[src/rtl/dcm_freq_decoder.sv]
// dcm_freq_decoder: measures the period of a slow divided clock (clk_in_i) in clk cycles
// and decodes which prog setting (f = base / 2^prog, prog 0..7) it is running at.
// Ports: clk/rst (async active-high reset), clk_in_i (clock under test, async),
//   prog_exp_i (expected prog), prog_det_o/det_valid_o (locked decode), match_o,
//   period_out_o (last measured period), err_o (no-setting pulse), timeout_o (no-edge pulse).
module dcm_freq_decoder #(
  parameter int unsigned BASE_CYCLES = 10_000_000,
  parameter int unsigned TOL         = 1000,
  parameter int unsigned CW          = 32
) (
  input  logic          clk,
  input  logic          rst,
  input  logic          clk_in_i,
  input  logic [2:0]    prog_exp_i,
  output logic [2:0]    prog_det_o,
  output logic          det_valid_o,
  output logic          match_o,
  output logic [CW-1:0] period_out_o,
  output logic          err_o,
  output logic          timeout_o
);

  // Counter saturation point: one tolerance band past the slowest nominal period.
  localparam logic [63:0]    TMO_L = (64'(BASE_CYCLES) << 7) + 64'(TOL) + 64'd1;
  localparam logic [CW-1:0]  TMO   = TMO_L[CW-1:0];

  typedef enum logic [1:0] {ST_WAIT, ST_MEAS, ST_LOCK} state_t;

  // Window limits are elaboration-time constants; the low bound clamps at 0 so the
  // range test never wraps.
  function automatic logic [CW-1:0] nom_lo(input int k);
    logic [63:0] nom;
    nom = 64'(BASE_CYCLES) << k;
    nom_lo = (nom > 64'(TOL)) ? CW'(nom - 64'(TOL)) : '0;
  endfunction

  function automatic logic [CW-1:0] nom_hi(input int k);
    logic [63:0] nom;
    nom = 64'(BASE_CYCLES) << k;
    nom_hi = CW'(nom + 64'(TOL));
  endfunction

  logic          sync1_q, sync2_q, sync3_q;
  logic          rise;
  logic [CW-1:0] cnt_q, cnt_d;
  state_t        state_q, state_d;
  logic [2:0]    cand_q, cand_d;
  logic          streak_q, streak_d;
  logic [2:0]    prog_det_q, prog_det_d;
  logic          det_valid_q, det_valid_d;
  logic          match_q, match_d;
  logic [CW-1:0] period_q, period_d;
  logic          err_q, err_d;
  logic          tmo_q, tmo_d;
  logic          hit;
  logic [2:0]    k_dec;

  assign rise = sync2_q & ~sync3_q;

  // Period P is cnt_q in the cycle the rise is seen.
  assign cnt_d = rise ? CW'(1) : ((cnt_q == TMO) ? TMO : cnt_q + CW'(1));

  // Scan from the top so the lowest matching k is the one that sticks.
  always_comb begin
    hit   = 1'b0;
    k_dec = 3'd0;
    for (int k = 7; k >= 0; k--) begin
      if (cnt_q >= nom_lo(k) && cnt_q <= nom_hi(k)) begin
        hit   = 1'b1;
        k_dec = 3'(k);
      end
    end
  end

  always_comb begin
    state_d     = state_q;
    cand_d      = cand_q;
    streak_d    = streak_q;
    prog_det_d  = prog_det_q;
    det_valid_d = det_valid_q;
    period_d    = period_q;
    err_d       = 1'b0;
    tmo_d       = 1'b0;
    case (state_q)
      ST_WAIT: begin
        if (rise) begin
          streak_d = 1'b0;
          state_d  = ST_MEAS;
        end
      end
      ST_MEAS: begin
        if (rise) begin
          period_d = cnt_q;
          if (!hit) begin
            err_d    = 1'b1;
            streak_d = 1'b0;
          end else if (streak_q && cand_q == k_dec) begin
            prog_det_d  = k_dec;
            det_valid_d = 1'b1;
            state_d     = ST_LOCK;
          end else begin
            cand_d   = k_dec;
            streak_d = 1'b1;
          end
        end else if (cnt_q == TMO) begin
          tmo_d       = 1'b1;
          det_valid_d = 1'b0;
          streak_d    = 1'b0;
          state_d     = ST_WAIT;
        end
      end
      ST_LOCK: begin
        if (rise) begin
          period_d = cnt_q;
          if (!hit) begin
            err_d       = 1'b1;
            det_valid_d = 1'b0;
            streak_d    = 1'b0;
            state_d     = ST_MEAS;
          end else if (k_dec != prog_det_q) begin
            // A new setting counts as the first of a fresh pair.
            det_valid_d = 1'b0;
            cand_d      = k_dec;
            streak_d    = 1'b1;
            state_d     = ST_MEAS;
          end
        end else if (cnt_q == TMO) begin
          tmo_d       = 1'b1;
          det_valid_d = 1'b0;
          streak_d    = 1'b0;
          state_d     = ST_WAIT;
        end
      end
      default: state_d = ST_WAIT;
    endcase
  end

  // match follows the next-state lock so it moves on the same edge as det_valid.
  assign match_d = det_valid_d & (prog_det_d == prog_exp_i);

  always_ff @(posedge clk or posedge rst) begin
    if (rst) begin
      sync1_q     <= 1'b0;
      sync2_q     <= 1'b0;
      sync3_q     <= 1'b0;
      cnt_q       <= '0;
      state_q     <= ST_WAIT;
      cand_q      <= 3'd0;
      streak_q    <= 1'b0;
      prog_det_q  <= 3'd0;
      det_valid_q <= 1'b0;
      match_q     <= 1'b0;
      period_q    <= '0;
      err_q       <= 1'b0;
      tmo_q       <= 1'b0;
    end else begin
      sync1_q     <= clk_in_i;
      sync2_q     <= sync1_q;
      sync3_q     <= sync2_q;
      cnt_q       <= cnt_d;
      state_q     <= state_d;
      cand_q      <= cand_d;
      streak_q    <= streak_d;
      prog_det_q  <= prog_det_d;
      det_valid_q <= det_valid_d;
      match_q     <= match_d;
      period_q    <= period_d;
      err_q       <= err_d;
      tmo_q       <= tmo_d;
    end
  end

  assign prog_det_o   = prog_det_q;
  assign det_valid_o  = det_valid_q;
  assign match_o      = match_q;
  assign period_out_o = period_q;
  assign err_o        = err_q;
  assign timeout_o    = tmo_q;

endmodule

[config.mk]
export PLATFORM = sky130hd
export DESIGN_NAME = dcm_freq_decoder
export DESIGN_NICKNAME = d
export VERILOG_FILES = /design/src/rtl/dcm_freq_decoder.sv
export SDC_FILE = /design/constraint.sdc
export NUM_CORES = 1
export LEC_CHECK = 0
export ABC_CLOCK_PERIOD_IN_PS = 4100
export BUFFER_PORTS_ARGS = -buffer_cell sky130_fd_sc_hd__buf_2
export CELL_PAD_IN_SITES_DETAIL_PLACEMENT = 0
export CELL_PAD_IN_SITES_GLOBAL_PLACEMENT = 1
export CORE_UTILIZATION = 35
export DETAILED_ROUTE_END_ITERATION = 12
export GPL_TIMING_DRIVEN = 1
export PLACE_DENSITY_LB_ADDON = 0.1
export SLEW_MARGIN = 20
export SYNTH_ARGS = -nofsm -noshare
export SYNTH_HDL_FRONTEND = slang
export SYNTH_SLANG_ARGS = --single-unit
[constraint.sdc]
create_clock -name clk -period 4.1 [get_ports clk]
set_input_delay 0.41 -clock clk [delete_from_list [all_inputs] [get_ports clk]]
set_output_delay 0.41 -clock clk [all_outputs]
set_load 0.05 [all_outputs]
* After elaboration in Yosys (flattened, before gate mapping)
Cells that the tools add are included.
Word-level totals: input port bits 6, logic and storage cells 128, flip-flop bits (word level) 80, output and inout bits 39
Cells by class: multiplexer cells 61, bitwise logic cells 3, magnitude comparators 16, equal/unequal tests 17, reductions and logical operators 17, add/sub/neg operators 1
Operators by type and width (number):
- two-way mux 32 bit | 2
- two-way mux 3 bit | 18
- adder 32 x 1 -> 32 bit (second input constant) | 1
- equality test 32 x 31 -> 1 bit (second input constant) | 1
- greater-or-equal comparator 32 x 24 -> 1 bit (second input constant) | 1
- greater-or-equal comparator 32 x 25 -> 1 bit (second input constant) | 1
- greater-or-equal comparator 32 x 26 -> 1 bit (second input constant) | 1
- greater-or-equal comparator 32 x 27 -> 1 bit (second input constant) | 1
- greater-or-equal comparator 32 x 28 -> 1 bit (second input constant) | 1
- greater-or-equal comparator 32 x 29 -> 1 bit (second input constant) | 1
- greater-or-equal comparator 32 x 30 -> 1 bit (second input constant) | 1
- greater-or-equal comparator 32 x 31 -> 1 bit (second input constant) | 1
- <= comparator 32 x 24 -> 1 bit (second input constant) | 1
- <= comparator 32 x 25 -> 1 bit (second input constant) | 1
- <= comparator 32 x 26 -> 1 bit (second input constant) | 1
- <= comparator 32 x 27 -> 1 bit (second input constant) | 1
- <= comparator 32 x 28 -> 1 bit (second input constant) | 1
- <= comparator 32 x 29 -> 1 bit (second input constant) | 1
- <= comparator 32 x 30 -> 1 bit (second input constant) | 1
- <= comparator 32 x 31 -> 1 bit (second input constant) | 1
- two-way mux 1 bit | 29
- two-way mux 2 bit | 8
- inequality test 2 bit (second input constant) | 7
- logical AND 1 bit | 9
- other kinds (19) | 24

* Logic depth before layout (Yosys ltp)
depth after elaboration 18, depth in mapped cells 13, gate-level depth less buffers 11

* Worst setup path before layout
No wires, ideal clock.
path kind register -> register, start reg cnt_q[31], end reg match_q (netlist: match_o), period minus slack after synthesis 3.575 ns, arrival 3.463 ns, path buffers 0, stages on the path, launching flop included 12, slack 0.525 ns, required time 3.989 ns, library setup time 0.111 ns, cell sequence dfrtp_1 -> or3b_1 -> or3_4 -> o32ai_4 -> o21ai_2 -> a2bb2o_4 -> or4_4 -> a21boi_2 -> nor4b_4 -> mux2_4 -> xor2_2 -> a2111oi_2
On the way: cells in the longest elaborated chain, start to end 18, elaborated cells between the ends (all ways) 58, those cells by class order compare: 16; eq/ne: 4; mux: 28; bitwise: 1; reduce/logical: 9
Ends and longest elaborated chain:
- from (decl) | RTL line 45 | logic [CW-1:0] cnt_q, cnt_d;
- from (signal assigned) | RTL line 160 | cnt_q <= cnt_d;
- greater-or-equal comparator 32 x 31 -> 1 bit or <= comparator 32 x 31 -> 1 bit (tied branches) | RTL line 68 | if (cnt_q >= nom_lo(k) && cnt_q <= nom_hi(k)) begin
- logical AND 1 bit | RTL line 68
- two-way mux 3 bit (8 in series) | RTL line 68
- equality test 3 bit | RTL line 97 | end else if (streak_q && cand_q == k_dec) begin
- logical AND 1 bit | RTL line 97
- two-way mux 3 bit | RTL line 97
- two-way mux 3 bit (*) | RTL line 94 | if (!hit) begin
- two-way mux 3 bit (*) | RTL line 92 | if (rise) begin
- two-way mux 3 bit (*) | RTL line 84 | case (state_q)
- named net prog_det_d[0] | RTL line 49 | logic [2:0] prog_det_q, prog_det_d;
- equality test 3 bit (*) | RTL line 139 | assign match_d = det_valid_d & (prog_det_d == prog_exp_i);
- AND 1 bit (*) | RTL line 139
- named net match_d | RTL line 51 | logic match_q, match_d;
- to (signal assigned) | RTL line 166 | match_q <= match_d;
- to (decl) | RTL line 51
The timed path passes the listed nets; every way through them passes the cells marked *. A chain may end at the register's enable or synchronous reset.

* Worst setup path after layout
start reg cnt_q[25], end reg match_q (netlist: match_o)
Same word-level chain as after synthesis.

==> run metrics <==
count leader, synth=dfrtp_1; final setup fails=0; worst reg-to-reg path cell count=12; Synth Instances=586; synth unique cells=78; core area=14590 um^2; gr busiest metal=met1; htree depth=3; max-slew violation count=0; initial core utilization=0.3605; FMAX=0.2544 GHz; critical path's top delay family=simple AND/OR/NAND/NOR gates; worst clock skew=0.009707 ns; syn_nets=599; Hold Crit Start=clk_in_i; FF+latch area=2002 um^2; Logic pwr share=0.223; Int Pwr=1507 uW; Worst R2R End=match_o; Hold EP=sync1_q; Die Area=15520 um^2; worst skew pair latency=0.35 ns; num rows=44; Crit Path Category=reg2reg; synthesis-to-finish area growth=15.87%; Die H=124.6 um; critical path endpoint category=flop; drt pass-1 iters=5; clock-pin slew on the worst setup and hold paths=0.06 ns; Period minus WS final=3.931 ns; DRC=0; clk buf depth=2; synth cell count leaders=dfrtp_1, nor2_1, nand2_1, clkbuf_1, o21ai_0; Post-synth ARST share=1.000; CP max FO=15; mean post-synth cell area=8.976 um^2; input/output buffers=44; # fillers=1437; Final HPWL DP=12330 um; area of the multi-input gates=3027 um^2; status=finished clean; largest stage delay on the critical path=0.56 ns; CTS tree=done; vias per cell=5.796; Worst setup SP type=flop; fin util=0.4178; Crit. path cell count=12; Reg2Reg Setup Slack=0.17 ns; # IOs=45; clk sink count=80; fin nets=643; vias in the first global route=4555; Synth top area share=0.3806; share of cells above drive strength 1=0.2212; initial DRC count=301; Final GP Congestion=0.9209; die width=124.6 um; ys flop type=dfrtp_1; met2 usage=0.3243; # diodes=0; hold path depth=1; Clock Power Share=0.369; CTS resizes=0; critical path's slowest cell=nor4b_1; Routed Antenna Nets=0; Switching Share=0.3206; global-route usage over all layers=0.2220; Post-CTS Hold Fix Bufs=0; Mapped Area=5260 um^2; antenna violations before repair=1; largest net degree at the start of global routing=51; fin crit share=0.9587; Root Buffer=clkbuf_16; worst path bufs/invs=2; Seq/Total Area, Yosys=0.3806; max_cap viols=0; post-synth top area cell=dfrtp_1; Peak VDD IR=198.6 uV; post-CTS setup buffer count=0; first-pass GRT wire length=26520 um; Via Count=4735; drt total wl=16600 um; Slew HR=0.4107; met1 Usage GRT=0.3261; Req. time, crit path=4.34 ns; Yosys Warn Count=0; pwr dens=363.8 nW/um^2; CP arrival=4.17 ns; CTS Buf Count=9; Final Hold Viols=0; synth top area cells=dfrtp_1, mux2_2, nor2_1, nand2_1, xor2_1; Min-Delay Path Class=in2reg; setup_tns=0 ns; Leak=0.002769 uW; global route overflow=0; synthesized flop and latch total=80; Slew @ Worst Pin=0.8830 ns; number of synthesized flops with an enable pin=0; unrepaired setup endpoints after global routing=false; P_sw=710.9 uW; Wirelength per Cell=20.31 um; crit-path cells=buf_4, nor4b_1, buf_4, nor4b_1, a41o_1, a21oi_4, or4_4, a21boi_2, nor4b_4, mux2_4, xor2_2, a2111oi_2; r2r startpoint=cnt_q[25]; Sequential Power Share=0.407; met3 Use GR=0.02921
layout make-up:
cell class                      count  area share
Multi-Input combinational cell    444      0.4966
Sequential cell                    80      0.3285
Timing Repair Buffer               78     0.07801
Tap cell                          184     0.03777
Clock buffer                       11     0.04147
Clock inverter                      3    0.006980
Inverter                           17     0.01068
logic make-up after synthesis:
| group | after synthesis | synth area share |
|---|---|---|
| mux | 34 | 0.07255 |
| buf+inv | 62 | 0.04543 |
| flops | 80 | 0.3806 |
| compound gates | 115 | 0.1606 |
| simple gates | 255 | 0.2678 |
| xor+xnor | 33 | 0.05638 |
| fa+ha+maj | 7 | 0.01665 |
cell usage in the layout (no fill, tap or decap), types with 5 or more instances in the layout:
cell       count
a211o_1        7
a21oi_1       18
buf_2         44
buf_4         34
clkbuf_16      9
dfrtp_1       80
ha_1           7
inv_1         16
mux2_2        27
nand2_1       47
nand2b_1       5
nand3_1       24
nand3b_1       5
nand4_1       13
nor2_1        59
nor2b_1        5
nor3_1        20
nor4_1        14
nor4b_1        5
o211ai_1       7
o21ai_0       28
or3_1         10
or4_1          8
xnor2_1       14
xor2_1        18
per-layer routing:
metal / wire, um / vias up
met4: 408 / 0
met5: 0 / -
met2: 7333 / 152
met1: 8060 / 2330
li1: - / 2225
met3: 795 / 28
stage by stage:
step	total power (uW)	area (um^2)	setup slack [ns]	hold WS (ns)	cells
finish	2218	6095	0.1694	0.1638	817
global route	2330	6095	0.009418	0.1528	817
CTS	2246	6087	0.1744	0.1507	817
detailed placement	1419	5792	0.1944	0.3372	803
global placement	1413	5792	0.2992	0.3472	803
floorplan	1287	5260	0.5254	0.3312	586
power groups by stage:
stage          Clock [uW]  Combinational (uW)  Sequential [uW]
6_report              819                 496              903
5_1_grt               872                 546              912
4_1_cts               841                 501              904
3_5_place_dp            0                 502              917
3_3_place_gp            0                 499              914
2_1_floorplan           0                 294              993
worst reg2reg max path: stages (launching register included):
cell	delay, ns
dfrtp_1	0.39
buf_4	0.23
nor4b_1	0.25
buf_4	0.19
nor4b_1	0.56
a41o_1	0.31
a21oi_4	0.09
or4_4	0.49
a21boi_2	0.18
nor4b_4	0.32
mux2_4	0.36
xor2_2	0.15
a2111oi_2	0.33
worst max-delay path by stage:
stage,from,endpoint,slack (ns)
final,cnt_q[25],match_o,0.17
after global routing,cnt_q[27],match_o,0.009
after CTS,cnt_q[27],match_o,0.17
after detailed placement,cnt_q[27],match_o,0.19
after global placement,cnt_q[31],match_o,0.30
after floorplan,cnt_q[31],match_o,0.53
flip-flops by register name (all words and copies together), names as in the netlist, 2 cells and up:
signal and count:
cand_q 3, cnt_q 32, period_out_o 32, prog_det_o 3, state_q 2
Power figures use the tool's default switching activity.
